==> src/rtl/rv32i_pkg.sv <==
// Shared RV32I definitions: instruction classes, opcodes, funct7 values, ALU ops, field bundle.
package rv32i_pkg;

    localparam int unsigned XLEN  = 32;
    localparam int unsigned REG_W = 5;
    localparam int unsigned CLS_W = 4;
    localparam int unsigned CNT_W = 16;
    localparam int unsigned OPC_W = 7;
    localparam int unsigned F3_W  = 3;
    localparam int unsigned F7_W  = 7;

    typedef enum logic [CLS_W-1:0] {
        CLS_LOAD   = 4'd0,
        CLS_OPIMM  = 4'd1,
        CLS_AUIPC  = 4'd2,
        CLS_STORE  = 4'd3,
        CLS_OP     = 4'd4,
        CLS_LUI    = 4'd5,
        CLS_BRANCH = 4'd6,
        CLS_JALR   = 4'd7,
        CLS_JAL    = 4'd8
    } insn_cls_e;

    localparam logic [OPC_W-1:0] OPC_LOAD   = 7'b0000011;
    localparam logic [OPC_W-1:0] OPC_OPIMM  = 7'b0010011;
    localparam logic [OPC_W-1:0] OPC_AUIPC  = 7'b0010111;
    localparam logic [OPC_W-1:0] OPC_STORE  = 7'b0100011;
    localparam logic [OPC_W-1:0] OPC_OP     = 7'b0110011;
    localparam logic [OPC_W-1:0] OPC_LUI    = 7'b0110111;
    localparam logic [OPC_W-1:0] OPC_BRANCH = 7'b1100011;
    localparam logic [OPC_W-1:0] OPC_JALR   = 7'b1100111;
    localparam logic [OPC_W-1:0] OPC_JAL    = 7'b1101111;

    localparam logic [F7_W-1:0] F7_BASE = 7'b0000000;
    localparam logic [F7_W-1:0] F7_ALT  = 7'b0100000;

    // ALU operation set used by the decoder
    typedef enum logic [3:0] {
        ALU_ADD, ALU_SUB, ALU_SLL, ALU_SLT, ALU_SLTU,
        ALU_XOR, ALU_SRL, ALU_SRA, ALU_OR,  ALU_AND
    } alu_op_e;

    // Instruction field bundle presented to the encoder
    typedef struct packed {
        logic [CLS_W-1:0] cls;
        logic [F3_W-1:0]  funct3;
        logic             alt;
        logic [REG_W-1:0] rd;
        logic [REG_W-1:0] rs1;
        logic [REG_W-1:0] rs2;
        logic [XLEN-1:0]  imm;
    } insn_fields_t;

    // True when v is representable as a two's-complement value of 'bits' bits
    function automatic logic fits_signed(input logic [XLEN-1:0] v, input int unsigned bits);
        logic [XLEN-1:0] hi;
        hi = XLEN'($signed(v) >>> (bits - 1));
        return (hi == '0) || (hi == '1);
    endfunction

endpackage

==> src/rtl/insn_enc.sv <==
// Combinational RV32I encoder: packs fields into a word and flags illegal inputs.
module insn_enc
    import rv32i_pkg::*;
(
    input  insn_fields_t    fields,
    output logic [XLEN-1:0] word_c,
    output logic            illegal_c
);

    logic [XLEN-1:0]  imm;
    logic [F3_W-1:0]  f3;
    logic [F7_W-1:0]  f7;
    logic             i_ok;
    logic             b_ok;
    logic             j_ok;
    logic             sh_ok;
    logic             u_ok;

    // Immediate range qualifiers shared by all formats
    always_comb begin
        imm   = fields.imm;
        f3    = fields.funct3;
        f7    = fields.alt ? F7_ALT : F7_BASE;
        i_ok  = fits_signed(imm, 12);
        b_ok  = fits_signed(imm, 13) && !imm[0];
        j_ok  = fits_signed(imm, 21) && !imm[0];
        sh_ok = (imm[XLEN-1:5] == '0);
        u_ok  = (imm[11:0] == '0);
    end

    // Per-class legality and field packing
    always_comb begin
        word_c    = '0;
        illegal_c = 1'b0;
        case (fields.cls)
            CLS_LOAD: begin
                illegal_c = (f3 == 3'b011) || (f3 == 3'b110) || (f3 == 3'b111) || !i_ok;
                word_c    = {imm[11:0], fields.rs1, f3, fields.rd, OPC_LOAD};
            end
            CLS_OPIMM: begin
                if ((f3 == 3'b001) || (f3 == 3'b101)) begin
                    illegal_c = !sh_ok || (fields.alt && (f3 != 3'b101));
                    word_c    = {f7, imm[4:0], fields.rs1, f3, fields.rd, OPC_OPIMM};
                end else begin
                    illegal_c = fields.alt || !i_ok;
                    word_c    = {imm[11:0], fields.rs1, f3, fields.rd, OPC_OPIMM};
                end
            end
            CLS_AUIPC: begin
                illegal_c = !u_ok;
                word_c    = {imm[31:12], fields.rd, OPC_AUIPC};
            end
            CLS_STORE: begin
                illegal_c = f3[2] || (f3 == 3'b011) || !i_ok;
                word_c    = {imm[11:5], fields.rs2, fields.rs1, f3, imm[4:0], OPC_STORE};
            end
            CLS_OP: begin
                illegal_c = fields.alt && (f3 != 3'b000) && (f3 != 3'b101);
                word_c    = {f7, fields.rs2, fields.rs1, f3, fields.rd, OPC_OP};
            end
            CLS_LUI: begin
                illegal_c = !u_ok;
                word_c    = {imm[31:12], fields.rd, OPC_LUI};
            end
            CLS_BRANCH: begin
                illegal_c = (f3 == 3'b010) || (f3 == 3'b011) || !b_ok;
                word_c    = {imm[12], imm[10:5], fields.rs2, fields.rs1, f3,
                             imm[4:1], imm[11], OPC_BRANCH};
            end
            CLS_JALR: begin
                illegal_c = (f3 != 3'b000) || !i_ok;
                word_c    = {imm[11:0], fields.rs1, f3, fields.rd, OPC_JALR};
            end
            CLS_JAL: begin
                illegal_c = !j_ok;
                word_c    = {imm[20], imm[10:1], imm[11], imm[19:12], fields.rd, OPC_JAL};
            end
            default: begin
                illegal_c = 1'b1;
            end
        endcase
    end

endmodule

==> src/rtl/insn_enc_ldr.sv <==
// Streams encoded RV32I words into instruction memory, one word every two cycles.
module insn_enc_ldr
    import rv32i_pkg::*;
(
    input  logic             i_clk,
    input  logic             i_rst_n,
    input  logic             i_start,
    input  logic [XLEN-1:0]  i_base_addr,
    input  logic             i_vld,
    output logic             o_rdy,
    input  logic [CLS_W-1:0] i_cls,
    input  logic [F3_W-1:0]  i_funct3,
    input  logic             i_alt,
    input  logic [REG_W-1:0] i_rd,
    input  logic [REG_W-1:0] i_rs1,
    input  logic [REG_W-1:0] i_rs2,
    input  logic [XLEN-1:0]  i_imm,
    input  logic             i_last,
    output logic             o_imem_wren,
    output logic [XLEN-1:0]  o_imem_addr,
    output logic [XLEN-1:0]  o_imem_wdata,
    output logic             o_err,
    output logic             o_done,
    output logic [CNT_W-1:0] o_count
);

    typedef enum logic [1:0] {IDLE, RUN, WRITE, DONE} state_e;

    state_e          state_q;
    state_e          state_d;
    insn_fields_t    fields_c;
    logic [XLEN-1:0] word_c;
    logic            illegal_c;
    logic            last_q;

    assign fields_c = '{cls: i_cls, funct3: i_funct3, alt: i_alt, rd: i_rd,
                        rs1: i_rs1, rs2: i_rs2, imm: i_imm};

    insn_enc u_enc (
        .fields    (fields_c),
        .word_c    (word_c),
        .illegal_c (illegal_c)
    );

    // State register
    always_ff @(posedge i_clk or negedge i_rst_n) begin
        if (!i_rst_n) begin
            state_q <= IDLE;
        end else begin
            state_q <= state_d;
        end
    end

    // Next-state logic
    always_comb begin
        state_d = state_q;
        case (state_q)
            IDLE:    if (i_start) state_d = RUN;
            RUN: begin
                if (i_vld) begin
                    if (illegal_c) state_d = i_last ? DONE : RUN;
                    else           state_d = WRITE;
                end
            end
            WRITE:   state_d = last_q ? DONE : RUN;
            DONE:    state_d = IDLE;
            default: state_d = IDLE;
        endcase
    end

    // Registered outputs, address/count bookkeeping and captured word
    always_ff @(posedge i_clk or negedge i_rst_n) begin
        if (!i_rst_n) begin
            o_rdy        <= 1'b0;
            o_imem_wren  <= 1'b0;
            o_done       <= 1'b0;
            o_imem_addr  <= '0;
            o_imem_wdata <= '0;
            o_err        <= 1'b0;
            o_count      <= '0;
            last_q       <= 1'b0;
        end else begin
            o_rdy       <= (state_d == RUN);
            o_imem_wren <= (state_d == WRITE);
            o_done      <= (state_d == DONE);
            case (state_q)
                IDLE: begin
                    if (i_start) begin
                        o_imem_addr <= i_base_addr & ~XLEN'(3);
                        o_count     <= '0;
                        o_err       <= 1'b0;
                    end
                end
                RUN: begin
                    if (i_vld) begin
                        if (illegal_c) begin
                            o_err <= 1'b1;
                        end else begin
                            o_imem_wdata <= word_c;
                            last_q       <= i_last;
                        end
                    end
                end
                WRITE: begin
                    o_imem_addr <= o_imem_addr + XLEN'(4);
                    if (o_count != '1) o_count <= o_count + CNT_W'(1);
                end
                default: ;
            endcase
        end
    end

endmodule

==> config.mk <==
export PLATFORM = sky130hd
export DESIGN_NAME = insn_enc_ldr
export DESIGN_NICKNAME = d
export VERILOG_FILES = /design/src/rtl/rv32i_pkg.sv /design/src/rtl/insn_enc.sv /design/src/rtl/insn_enc_ldr.sv
export SDC_FILE = /design/constraint.sdc
export NUM_CORES = 1
export LEC_CHECK = 0
export ABC_CLOCK_PERIOD_IN_PS = 2400
export CELL_PAD_IN_SITES_DETAIL_PLACEMENT = 0
export CELL_PAD_IN_SITES_GLOBAL_PLACEMENT = 1
export CORE_AREA = 2 2 127 129
export CTS_CLUSTER_SIZE = 10
export DETAILED_ROUTE_END_ITERATION = 12
export DIE_AREA = 0 0 129 131
export HOLD_SLACK_MARGIN = 0.03
export PLACE_DENSITY_LB_ADDON = 0.1
export SLEW_MARGIN = 5
export SYNTH_ARGS = -nofsm -noshare
export SYNTH_HDL_FRONTEND = slang
export SYNTH_SLANG_ARGS = --single-unit
==> constraint.sdc <==
create_clock -name i_clk -period 2.4 [get_ports i_clk]
set_input_delay 0.48 -clock i_clk [delete_from_list [all_inputs] [get_ports i_clk]]
set_output_delay 0.48 -clock i_clk [all_outputs]
set_load 0.02 [all_outputs]
Yosys cells after proc, flatten, opt, wreduce, memory -nomap -nowiden
Index checks and enable logic that the tools add are counted.

storage, ports and cells
  output and inout port bits = 84
  input port bits = 92
  register bits = 87
  logic and storage cells = 101

operators by class
  reductions and logical operators = 40
  equal/unequal tests = 29
  bitwise operators = 1
  muxes and demuxes = 20
  $add $sub $neg = 2

operators with widths
  cell                                           number
  one-hot mux 32 bit (9 select lines)            1
  == test 32 bit, second input constant          3
  logical NOT 32 bit                             3
  2-to-1 mux 32 bit                              2
  one-hot mux 32 bit (2 select lines)            1
  adder 32 x 3 -> 32 bit, second input constant  1
  2-to-1 mux 16 bit                              2
  one-hot mux 16 bit (2 select lines)            1
  logical NOT 27 bit                             1
  adder 16 x 1 -> 16 bit, second input constant  1
  == test 4 x 3 -> 1 bit, second input constant  4
  != test 16 bit, second input constant          1
  logical OR 1 bit                               14
  logical NOT 12 bit                             1
  2-to-1 mux 2 bit                               5
  == test 3 bit, second input constant           3
  == test 2 bit, second input constant           4
  == test 4 x 2 -> 1 bit, second input constant  2
  != test 2 bit, second input constant           4
  one-hot mux 1 bit (8 select lines)             1
  one-hot mux 2 bit (4 select lines)             1
  == test 3 x 2 -> 1 bit, second input constant  2
  logical NOT 1 bit                              6
  2-to-1 mux 6 bit                               1
  other kinds (17)                               27

Depth between registers and ports, before layout
Gate-level depths: netlist of run 1.

  word-level depth = 10
  mapped depth = 10

Modules after synthesis
A second synthesis of run 1 with hierarchy kept.

second synthesis, totals
  cells, all modules = 609
  area total of the unflattened synthesis = 5,596.6 um^2

modules (own cells, without submodules)
  module        times used  cells each  seq. area each (um^2)  area each (um^2)
  insn_enc_ldr  1           405         2,127.0                4,212.8
  insn_enc      1           204         0.0                    1,383.8

Least setup slack after synthesis of run 1
Ideal clock, no wire load.

  kind = in2reg
  start point = input i_imm[16]
  end point = register o_imem_wdata[10]
  cell stages on the path = 9
  setup slack = -0.078 ns
  path buffers = 2
  arrival = 2.353 ns
  path through = or4_4 nor2_4 a22oi_2 o311ai_4 nand4_2 nor2b_2 buf_6 buf_12 mux2_4

on the way
  longest elaborated chain between the ends = 8

RTL lines
  what                                                    RTL line                        text
  from (decl)                                             insn_enc_ldr.sv:17              input logic [XLEN-1:0] i_imm,
  == test 32 bit or logical NOT 32 bit (tied branches)    rv32i_pkg.sv:58                 return (hi == '0) || (hi == '1);
  logical OR 1 bit                                        rv32i_pkg.sv:58
  logical NOT 1 bit or logical AND 1 bit (tied branches)  --
  logical OR 1 bit or logical NOT 1 bit (tied branches)   insn_enc.sv:45, insn_enc.sv:66
  2-to-1 mux 1 bit or logical OR 1 bit (tied branches)    insn_enc.sv:41, insn_enc.sv:66
  one-hot mux 1 bit (8 select lines) (*)                  insn_enc.sv:35                  case (fields.cls)
  inverter 1 bit (no source line) (*)                     --
  AND reduction 3 bit (no source line) (*)                --
  to (signal assigned)                                    insn_enc_ldr.sv:99              o_imem_wdata <= word_c;
  to (decl)                                               insn_enc_ldr.sv:21              output logic [XLEN-1:0] o_imem_wdata,

Every way passes the cells marked *; elsewhere a longest branch is shown, timed or not.
A chain may end at the register's enable or synchronous reset.

Worst setup path after layout of run 1
  start point = input i_imm[17]
  end point = register o_imem_wdata[29]

The elaborated chain is that of the path after synthesis.

==> impl_metrics.env, run 1 <==
export IMPL_critPathMaxFanout=8
export IMPL_synthAdderAreaFrac_pct=0.481
export IMPL_antenna_cells=0
export IMPL_routed_via_density=5.29
export IMPL_hold_viol_final=0
export IMPL_final_antenna_net_count=0
export IMPL_setup_slack_ns=0.0562
export IMPL_drv_slew=0
export IMPL_synthDistinctLibCells=62
export IMPL_relSlewSlack_pct=48.6
export IMPL_dpl_cell_area_sq_um=7670
export IMPL_synth_simple_gate_area_share_pct=19.9
export IMPL_p_leak_nw=3.49
export IMPL_cp_end_kind="register"
export IMPL_dp_hpwl_microns=13800
export IMPL_cts_hold_fix_buffers=0
export IMPL_drt_iter0_markers=330
export IMPL_num_vias=5494
export IMPL_die_area_sq_um=16900
export IMPL_synth_main_ff_cell="dfrtp_1"
export IMPL_fin_skew_ns=0.00890
export IMPL_synth_top_family_by_area="compound AO/OA/AOI/OAI gates"
export IMPL_setup_viol=0
export IMPL_ios=176
export IMPL_place_inst=1011
export IMPL_cts_root_buf="clkbuf_16"
export IMPL_first_pass_iters=5
export IMPL_totalWireLength_microns=18600
export IMPL_synth_edff_count=0
export IMPL_clock_latency_ns=0.34
export IMPL_synth_xor_area_share_pct=2.53
export IMPL_fmax_mhz=427
export IMPL_final_layout_size_suffix_gt1_share_pct=22.8
export IMPL_cts_buffers_inserted=9
export IMPL_clkTransAtPathRegs_ns=0.07
export IMPL_synthMuxAreaShare_pct=9.21
export IMPL_ys_async_sr_fraction_pct=100
export IMPL_clock_path_buffers=2
export IMPL_cts_htree_levels=3
export IMPL_layout_commonest_cell="clkdlybuf4s50_1"
export IMPL_drv_cap=0
export IMPL_syn_cell_area_sq_um=5200
export IMPL_power_density_nw_per_um2=929
export IMPL_finalCriticalPeriod_ns=2.34
export IMPL_final_util_pct=52.5
export IMPL_antenna_found_initial=0
export IMPL_place_gp_congestion=0.924
export IMPL_ir_drop_uv=512
export IMPL_cts_sinks=84
export IMPL_grt_ovfl_total=0
export IMPL_synth_compound_area_share_pct=22.1
export IMPL_gr_usage_all_layers_pct=21.8
export IMPL_fin_area_sq_um=8190
export IMPL_yosysWarnings=0
export IMPL_r2r_cells=8
export IMPL_area_delta_synth_final_pct=57.4
export IMPL_crit_type="input pin to register"
export IMPL_grt_max_degree=39
export IMPL_layout_common_cells="131 x clkdlybuf4s50_1, 89 x buf_4, 84 x dfrtp_1"
export IMPL_place_ws_ns=-0.721
export IMPL_initial_core_util_pct=33.3
export IMPL_min_path_type="input pin to asynchronous set/reset pin"
export IMPL_finalSetupTns_ns=0
export IMPL_cp_start_kind="input pin"
export IMPL_grt_pass1_wl_microns=28700
export IMPL_ys_seq_area_share_pct=40.4
export IMPL_finalNonFillerCells=1039
export IMPL_finalCritPeriodShare_pct=97.7
export IMPL_regToRegStartpoint="o_imem_addr[9]"
export IMPL_routedWlPerCell_microns=17.9
export IMPL_cts_tree="yes"
export IMPL_cp_startpoint="i_imm[17]"
export IMPL_cp_data_required_time_ns=2.62
export IMPL_drc=0
export IMPL_nets=912
export IMPL_ff2ff_setup_slack_ns=0.26
export IMPL_first_global_vias=5390
export IMPL_status="completed"
export IMPL_critPathArrivalTime_ns=2.57
export IMPL_syn_area_per_cell_sq_um=9.05
export IMPL_r2r_end="o_imem_addr[31]"
export IMPL_coreArea_sq_um=15600
export IMPL_io_buffers=171
export IMPL_die_y_microns=131
export IMPL_fp_dieW_microns=129
export IMPL_rows=46
export IMPL_tightest_slew_ns=0.760
export IMPL_synth_seq_cells=84
export IMPL_synth_cells=575
==> worst max-delay path by stage <==
stage,endpoint
floorplan,o_imem_wdata[10]
global placement,o_imem_wdata[29]
detailed placement,o_imem_wdata[29]
CTS,o_imem_wdata[19]
global route,state_q[1]
finish,o_imem_wdata[29]
==> layout make-up <==
type / count / area, sq um
timing repair buffer: 269 / 2490
clock buffer: 10 / 239
multi-input combinational: 435 / 2940
tap: 216 / 270
fill: 1443 / 7410
inverter: 19 / 71.3
sequential: 84 / 2100
clock inverter: 6 / 70.1
==> state kept, by name (all words and copies together) (netlist names) <==
name and cells:
o_imem_wdata 31, o_imem_addr 30, o_count 16, state_q 2
last_q 1, o_done 1, o_err 1, o_imem_wren 1
o_rdy 1
==> cells in the mapped netlist, types with 4 or more instances <==
cell type / n / area (sq um)
o21ai_0: 34 / 170
nand2_1: 44 / 165
nor2b_1: 19 / 119
nor3_1: 14 / 70.1
mux2i_1: 13 / 130
buf_1: 5 / 18.8
and3_1: 10 / 62.6
o22ai_1: 13 / 81.3
or2_2: 4 / 25.0
dfrtp_1: 84 / 2100
or3_1: 4 / 25.0
a221oi_1: 6 / 52.6
a22oi_1: 7 / 52.6
a32oi_1: 5 / 43.8
a21oi_1: 52 / 260
nand3_1: 21 / 105
inv_1: 17 / 63.8
mux2_4: 18 / 270
mux2_2: 7 / 78.8
nor2_1: 52 / 195
clkbuf_1: 24 / 90.1
nand4_1: 17 / 106
a22o_1: 18 / 158
o22a_1: 7 / 61.3
xor2_1: 11 / 96.3
xnor2_1: 4 / 35.0
nor4_1: 7 / 43.8
==> routing by layer <==
metal,up-vias,GRT usage [%],share of wire [%]
met5,-,0,0
met4,0,6.65,2.4
met3,30,4.36,5.9
met2,208,35.9,48
met1,2635,29.0,44
li1,2621,-,-
==> cell families after synthesis <==
logic type               count (synthesis)
AO/OA/AOI/OAI                          172
XOR/XNOR                                15
adder cells (fa/ha/maj)                  2
buffers and inverters                   57
flip-flops                              84
multiplexers                            38
other                                    1
AND/OR/NAND/NOR                        206
==> metrics by stage <==
step	hold WS [ns]	power [mW]
final	0.119	7.61
after global routing	0.151	8.05
after CTS	0.133	7.65
after detailed placement	0.500	6.14
after global placement	0.493	6.10
after floorplan	0.184	4.26
==> power breakdown <==
part	switching (mW)	total, mW	leakage [nW]	internal, mW
combinational	1.82	3.62	2.28	1.80
sequential	0.575	2.54	1.06	1.96
clock	0.606	1.45	0.153	0.845
total	3.00	7.61	3.49	4.61
==> repair_timing <==
action                     in CTS  in global routing
pin swaps                      16                 12
gates resized for setup       102                 30
buffers inserted                7                  3
cloned                          1                  1
setup endpoints to repair      36                 44
==> worst max-delay path: stages <==
cell,delay [ns]
buf_6,0.10
or4_4,0.54
nor2_4,0.14
buf_4,0.11
nand2_1,0.06
o2111ai_2,0.19
nand4_2,0.17
nor2b_4,0.17
buf_6,0.14
buf_12,0.13
mux2_2,0.33
Note: power is estimated with default switching activity, not from simulation.
==> inputs of run 2 (changes only) <==
- CELL_PAD_IN_SITES_DETAIL_PLACEMENT: 0 -> unset
- CELL_PAD_IN_SITES_GLOBAL_PLACEMENT: 1 -> unset
- CORE_AREA: 2 2 127 129 -> 2 2 110 112
- DIE_AREA: 0 0 129 131 -> 0 0 112 114
- PLACE_DENSITY: unset -> 0.79
- PLACE_DENSITY_LB_ADDON: 0.1 -> unset
==> run 2 against run 1 <==
Against the previous run: critical path depth fell by 1; final cell count fell by 7.7%; sequential cell count did not move; combinational power barely moved; worst hold slack improved by 0.013 ns; power fell by 2.2%; setup slack got worse by 0.021 ns; fmax fell by 0.89%; utilization rose by 16 points; routed wire length fell by 5.7%.
==> impl_metrics.env, run 2 (same netlist as run 1, synthesis figures left out) <==
export IMPL_largest_reg_flops=31
export IMPL_finalCriticalPeriod_ns=2.36
export IMPL_clock_path_buffers=2
export IMPL_cts_sinks=84
export IMPL_grt_max_degree=47
export IMPL_p_leak_nw=3.43
export IMPL_ir_drop_uv=654
export IMPL_finalCritPeriodShare_pct=98.5
export IMPL_fmax_mhz=423
export IMPL_place_gp_congestion=0.938
export IMPL_top_regs="o_imem_wdata (31), o_imem_addr (30), o_count (16)"
export IMPL_grt_ovfl_total=0
export IMPL_drv_cap=0
export IMPL_layout_commonest_cell="clkdlybuf4s50_1"
export IMPL_totalWireLength_microns=17500
export IMPL_die_y_microns=114
export IMPL_drv_slew=0
export IMPL_die_area_sq_um=12800
export IMPL_first_global_vias=5642
export IMPL_power_density_nw_per_um2=930
export IMPL_fin_skew_ns=0.00746
export IMPL_cp_data_required_time_ns=2.62
export IMPL_hold_viol_final=0
export IMPL_finalSetupTns_ns=0
export IMPL_coreArea_sq_um=11700
export IMPL_final_layout_size_suffix_gt1_share_pct=20.3
export IMPL_crit_type="input pin to register"
export IMPL_rows=40
export IMPL_cts_htree_levels=3
export IMPL_power_frac_seq_pct=34.3
export IMPL_min_path_type="input pin to asynchronous set/reset pin"
export IMPL_final_antenna_net_count=0
export IMPL_combPwrFrac_pct=48.7
export IMPL_drt_iter0_markers=447
export IMPL_clkTransAtPathRegs_ns=0.07
export IMPL_antenna_found_initial=0
export IMPL_first_pass_iters=5
export IMPL_relSlewSlack_pct=55.4
export IMPL_cts_root_buf="clkbuf_16"
export IMPL_io_buffers=171
export IMPL_tightest_slew_ns=0.661
export IMPL_switchingPower_mw=2.96
export IMPL_nets=901
export IMPL_setup_viol=0
export IMPL_place_ws_ns=-0.580
export IMPL_cp_start_kind="input pin"
export IMPL_power_mw=7.44
export IMPL_top_register="o_imem_wdata"
export IMPL_grt_setup_unrepaired="true"
export IMPL_power_switching_fraction_pct=39.7
export IMPL_critPathMaxFanout=7
export IMPL_routedWlPerCell_microns=18.3
export IMPL_num_vias=5575
export IMPL_critPathArrivalTime_ns=2.59
export IMPL_fp_dieW_microns=112
export IMPL_grt_pass1_wl_microns=28000
export IMPL_cp_end_kind="register"
export IMPL_layout_common_cells="137 x clkdlybuf4s50_1, 84 x dfrtp_1, 80 x buf_4"
export IMPL_antenna_cells=0
export IMPL_ff2ff_setup_slack_ns=0.18
export IMPL_ios=176
export IMPL_cts_buffers_inserted=9
export IMPL_cts_hold_fix_buffers=0
export IMPL_cts_tree="yes"
export IMPL_area_delta_synth_final_pct=53.8
export IMPL_p_int_mw=4.48
export IMPL_setup_slack_ns=0.0350
export IMPL_gr_usage_all_layers_pct=27.2
export IMPL_status="completed"
export IMPL_worst_hold_slack_ns=0.131
export IMPL_pwr_share_clk_pct=17.1
export IMPL_fillers=930
export IMPL_routed_via_density=5.81
export IMPL_drc=0
export IMPL_clock_latency_ns=0.34
export IMPL_dp_hpwl_microns=12800
export IMPL_initial_core_util_pct=44.4
-- run 2: cell count changes in the layout (fill, tap and decap cells not counted), moves of 3 or more --
cell | before | now
clkdlybuf4s50_1 | 131 | 137
clkbuf_1 | 0 | 3
dlygate4sd2_1 | 8 | 17
buf_4 | 89 | 80
buf_2 | 12 | 2
mux2_4 | 19 | 24
mux2_2 | 6 | 1
-- run 2: final cells by class --
class	instances	area, sq um	area share, %
clock buffers	12	236	2.96
repair buffers	258	2420	30.2
well taps	147	184	2.30
inverters	19	71.3	0.891
multi-input cells	435	2960	37.0
clock inverters	4	26.3	0.328
flip-flops and latches	84	2100	26.3
-- run 2: worst paths after layout --
path                                 start                to  depth (start not counted)
setup / recovery                 i_imm[31]   o_imem_wdata[5]                         10
hold / removal                     i_rst_n             o_err                          1
setup reg to reg            o_imem_addr[3]   o_imem_addr[20]                          7
hold reg to reg            o_imem_wdata[1]   o_imem_wdata[1]                          1
max in group asynchronous          i_rst_n  o_imem_wdata[21]                          2
min in group i_clk         o_imem_wdata[1]   o_imem_wdata[1]                          1
-- run 2: repair_timing --
action | in CTS | in global routing
setup buffers | 5 | 1
endpoints found under the setup margin | 34 | 48
gates cloned | 2 | 0
resized for setup | 54 | 28
pin swaps | 15 | 14
-- run 2: per-stage QoR --
step / utilization, % / std cells / cell area (sq um)
floorplan: - / 576 / 5200
global placement: 64.3 / 935 / 7530
detailed placement: 64.3 / 935 / 7530
CTS: 67.7 / 958 / 7920
global route: 68.3 / 959 / 8000
finish: 68.3 / 959 / 8000
-- run 2: worst max-delay path, cell delays in order --
cell           delay (ns)
dlygate4sd2_1        0.27
nor4_2               0.29
and3_2               0.28
a22oi_2              0.11
o311ai_4             0.23
nand4_2              0.18
nor2b_4              0.16
buf_6                0.15
buf_12               0.14
mux2_4               0.30
-- run 2: per-layer routing --
| layer | global-route usage (%) | share of wire [%] | routed length, microns |
|---|---|---|---|
| met5 | 0 | 0 | 0 |
| met4 | 9.51 | 2.5 | 440 |
| met1 | 35.4 | 42 | 7320 |
| met2 | 45.7 | 47 | 8300 |
| met3 | 5.05 | 8.2 | 1440 |
-- run 2: power groups by stage --
| stage | Clock, mW | Combinational (mW) | Sequential (mW) |
|---|---|---|---|
| CTS | 1.28 | 3.62 | 2.53 |
| finish | 1.27 | 3.62 | 2.55 |
| global route | 1.35 | 3.85 | 2.63 |
| detailed placement | 0 | 3.57 | 2.53 |
| floorplan | 0 | 1.24 | 3.02 |
| global placement | 0 | 3.48 | 2.52 |
==> inputs of run 3 (changes only) <==
- CORE_AREA: 2 2 110 112 -> 2 2 108 110
- CTS_BUF_LIST: unset -> sky130_fd_sc_hd__clkbuf_4
- DIE_AREA: 0 0 112 114 -> 0 0 110 112
- PLACE_DENSITY: 0.79 -> 0.82
- SKIP_CTS_REPAIR_TIMING: unset -> 1
==> run 3 against run 2 <==
Against the previous run: die area down 3.5%; via count increased by 2.0%; register-to-register slack worse by 0.03 ns; sequential power decreased by 2%; non-clock buffer count up 1; utilization grew 2.5 points; sequential cell count unchanged; clock power is 35% lower; sequential share of layout area rose by 0.29 points; combinational power increased by 1%; first-iteration DRC count is 8.3% lower; setup slack worse by 0.00094 ns; critical path type unchanged; critical endpoint is now o_imem_wdata[9].
==> impl_metrics.env, run 3 (same netlist as run 1, synthesis figures left out) <==
export IMPL_status="completed"
export IMPL_top_regs="o_imem_wdata (31), o_imem_addr (30), o_count (16)"
export IMPL_finalCritPeriodShare_pct=98.6
export IMPL_cp_end_kind="register"
export IMPL_critPathMaxFanout=6
export IMPL_place_gp_congestion=0.886
export IMPL_io_buffers=171
export IMPL_grt_ovfl_total=0
export IMPL_finalNonFillerCells=956
export IMPL_hold_viol_final=0
export IMPL_coreArea_sq_um=11200
export IMPL_nets=902
export IMPL_rows=39
export IMPL_routed_via_density=5.95
export IMPL_first_pass_iters=7
export IMPL_top_register="o_imem_wdata"
export IMPL_gr_usage_all_layers_pct=27.7
export IMPL_initial_core_util_pct=46.5
export IMPL_cts_sinks=84
export IMPL_cts_root_buf="clkbuf_4"
export IMPL_totalWireLength_microns=17300
export IMPL_drt_iter0_markers=410
export IMPL_clkTransAtPathRegs_ns=0.14
export IMPL_layout_commonest_cell="clkdlybuf4s50_1"
export IMPL_cts_htree_levels=3
export IMPL_cp_data_required_time_ns=2.74
export IMPL_finalCriticalPeriod_ns=2.37
export IMPL_dpl_cell_area_sq_um=7530
export IMPL_first_global_vias=5679
export IMPL_area_delta_synth_final_pct=52.2
export IMPL_antenna_found_initial=0
export IMPL_ios=176
export IMPL_layout_common_cells="139 x clkdlybuf4s50_1, 84 x dfrtp_1, 82 x buf_4"
export IMPL_fmax_mhz=423
export IMPL_drv_slew=0
export IMPL_critPathArrivalTime_ns=2.70
export IMPL_min_path_type="input pin to asynchronous set/reset pin"
export IMPL_place_inst=931
export IMPL_drv_cap=0
export IMPL_final_layout_size_suffix_gt1_share_pct=19.8
export IMPL_antenna_cells=0
export IMPL_r2r_cells=8
export IMPL_fp_dieW_microns=110
export IMPL_grt_pass1_wl_microns=26800
export IMPL_routedWlPerCell_microns=18.1
export IMPL_die_area_sq_um=12300
export IMPL_cts_buffers_inserted=9
export IMPL_power_density_nw_per_um2=882
export IMPL_ir_drop_uv=620
export IMPL_cp_start_kind="input pin"
export IMPL_p_leak_nw=3.52
export IMPL_cts_tree="yes"
export IMPL_fin_area_sq_um=7910
export IMPL_die_y_microns=112
export IMPL_power_mw=6.98
export IMPL_clock_path_buffers=2
export IMPL_crit_type="input pin to register"
export IMPL_fin_skew_ns=0.0112
export IMPL_clock_latency_ns=0.44
export IMPL_relSlewSlack_pct=35.2
export IMPL_grt_max_degree=67
export IMPL_largest_reg_flops=31
export IMPL_setup_viol=0
export IMPL_num_vias=5689
export IMPL_final_antenna_net_count=0
export IMPL_drc=0
export IMPL_dp_hpwl_microns=12800
export IMPL_tightest_slew_ns=0.959
run 3: cell types whose count changed in the layout (fill, tap and decap cells not counted), moves of 3 or more:
cell	before	now
dlygate4sd2_1	17	0
mux2_2	1	7
clkbuf_1	3	0
clkbuf_16	9	1
dlymetal6s2s_1	8	28
buf_6	3	0
mux2_4	24	18
clkbuf_4	0	9
run 3: final timing paths:
check,start,to,slack (ns)
hold / removal,i_rst_n,o_imem_addr[10],0.44
hold reg to reg,o_imem_wdata[13],o_imem_wdata[13],0.53
setup reg to reg,o_imem_addr[3],o_imem_addr[30],0.15
max in group asynchronous,i_rst_n,o_imem_wdata[27],1.31
setup / recovery,i_imm[12],o_imem_wdata[9],0.03
min in group i_clk,i_imm[5],o_imem_wdata[25],0.45
run 3: per-stage QoR:
step	utilization, %	TNS, ns	hold WS, ns	setup slack [ns]
floorplan	-	-1.29	0.184	-0.0752
global placement	67.4	-18.17	0.372	-0.574
detailed placement	67.4	-23.97	0.376	-0.758
CTS	68.6	-6.43	-0.118	-0.289
global route	70.8	-0.399	0.438	-0.0554
finish	70.8	0	0.441	0.0341
run 3: power by group:
part / total [mW] / switching, mW / internal (mW) / leakage (nW)
Clock: 0.823 / 0.508 / 0.314 / 0.0759
Sequential: 2.50 / 0.543 / 1.95 / 1.06
Combinational: 3.66 / 1.83 / 1.82 / 2.39
Total: 6.98 / 2.88 / 4.09 / 3.52
run 3: critical path: stages:
cell            delay, ns
dlymetal6s2s_1       0.16
or4_4                0.53
nor2_4               0.12
a22oi_2              0.10
o311ai_4             0.30
nand4_2              0.17
nor2b_4              0.26
buf_12               0.16
buf_12               0.12
mux2_4               0.29
run 3: area by class of cell:
class                   count  area, sq um
flip-flops and latches     84         2100
well taps                 143          179
repair buffers            259         2500
multi-input cells         435         2930
clock inverters             7         66.3
inverters                  19         71.3
fillers                   824         3260
clock buffers               9         67.6
run 3: layer usage:
layer	global-route usage, %	vias to the layer above	wire length [microns]
met5	0	-	0
met4	10.5	0	512
met3	5.62	50	1580
met2	47.0	347	8400
met1	34.2	2699	6840
li1	-	2593	-
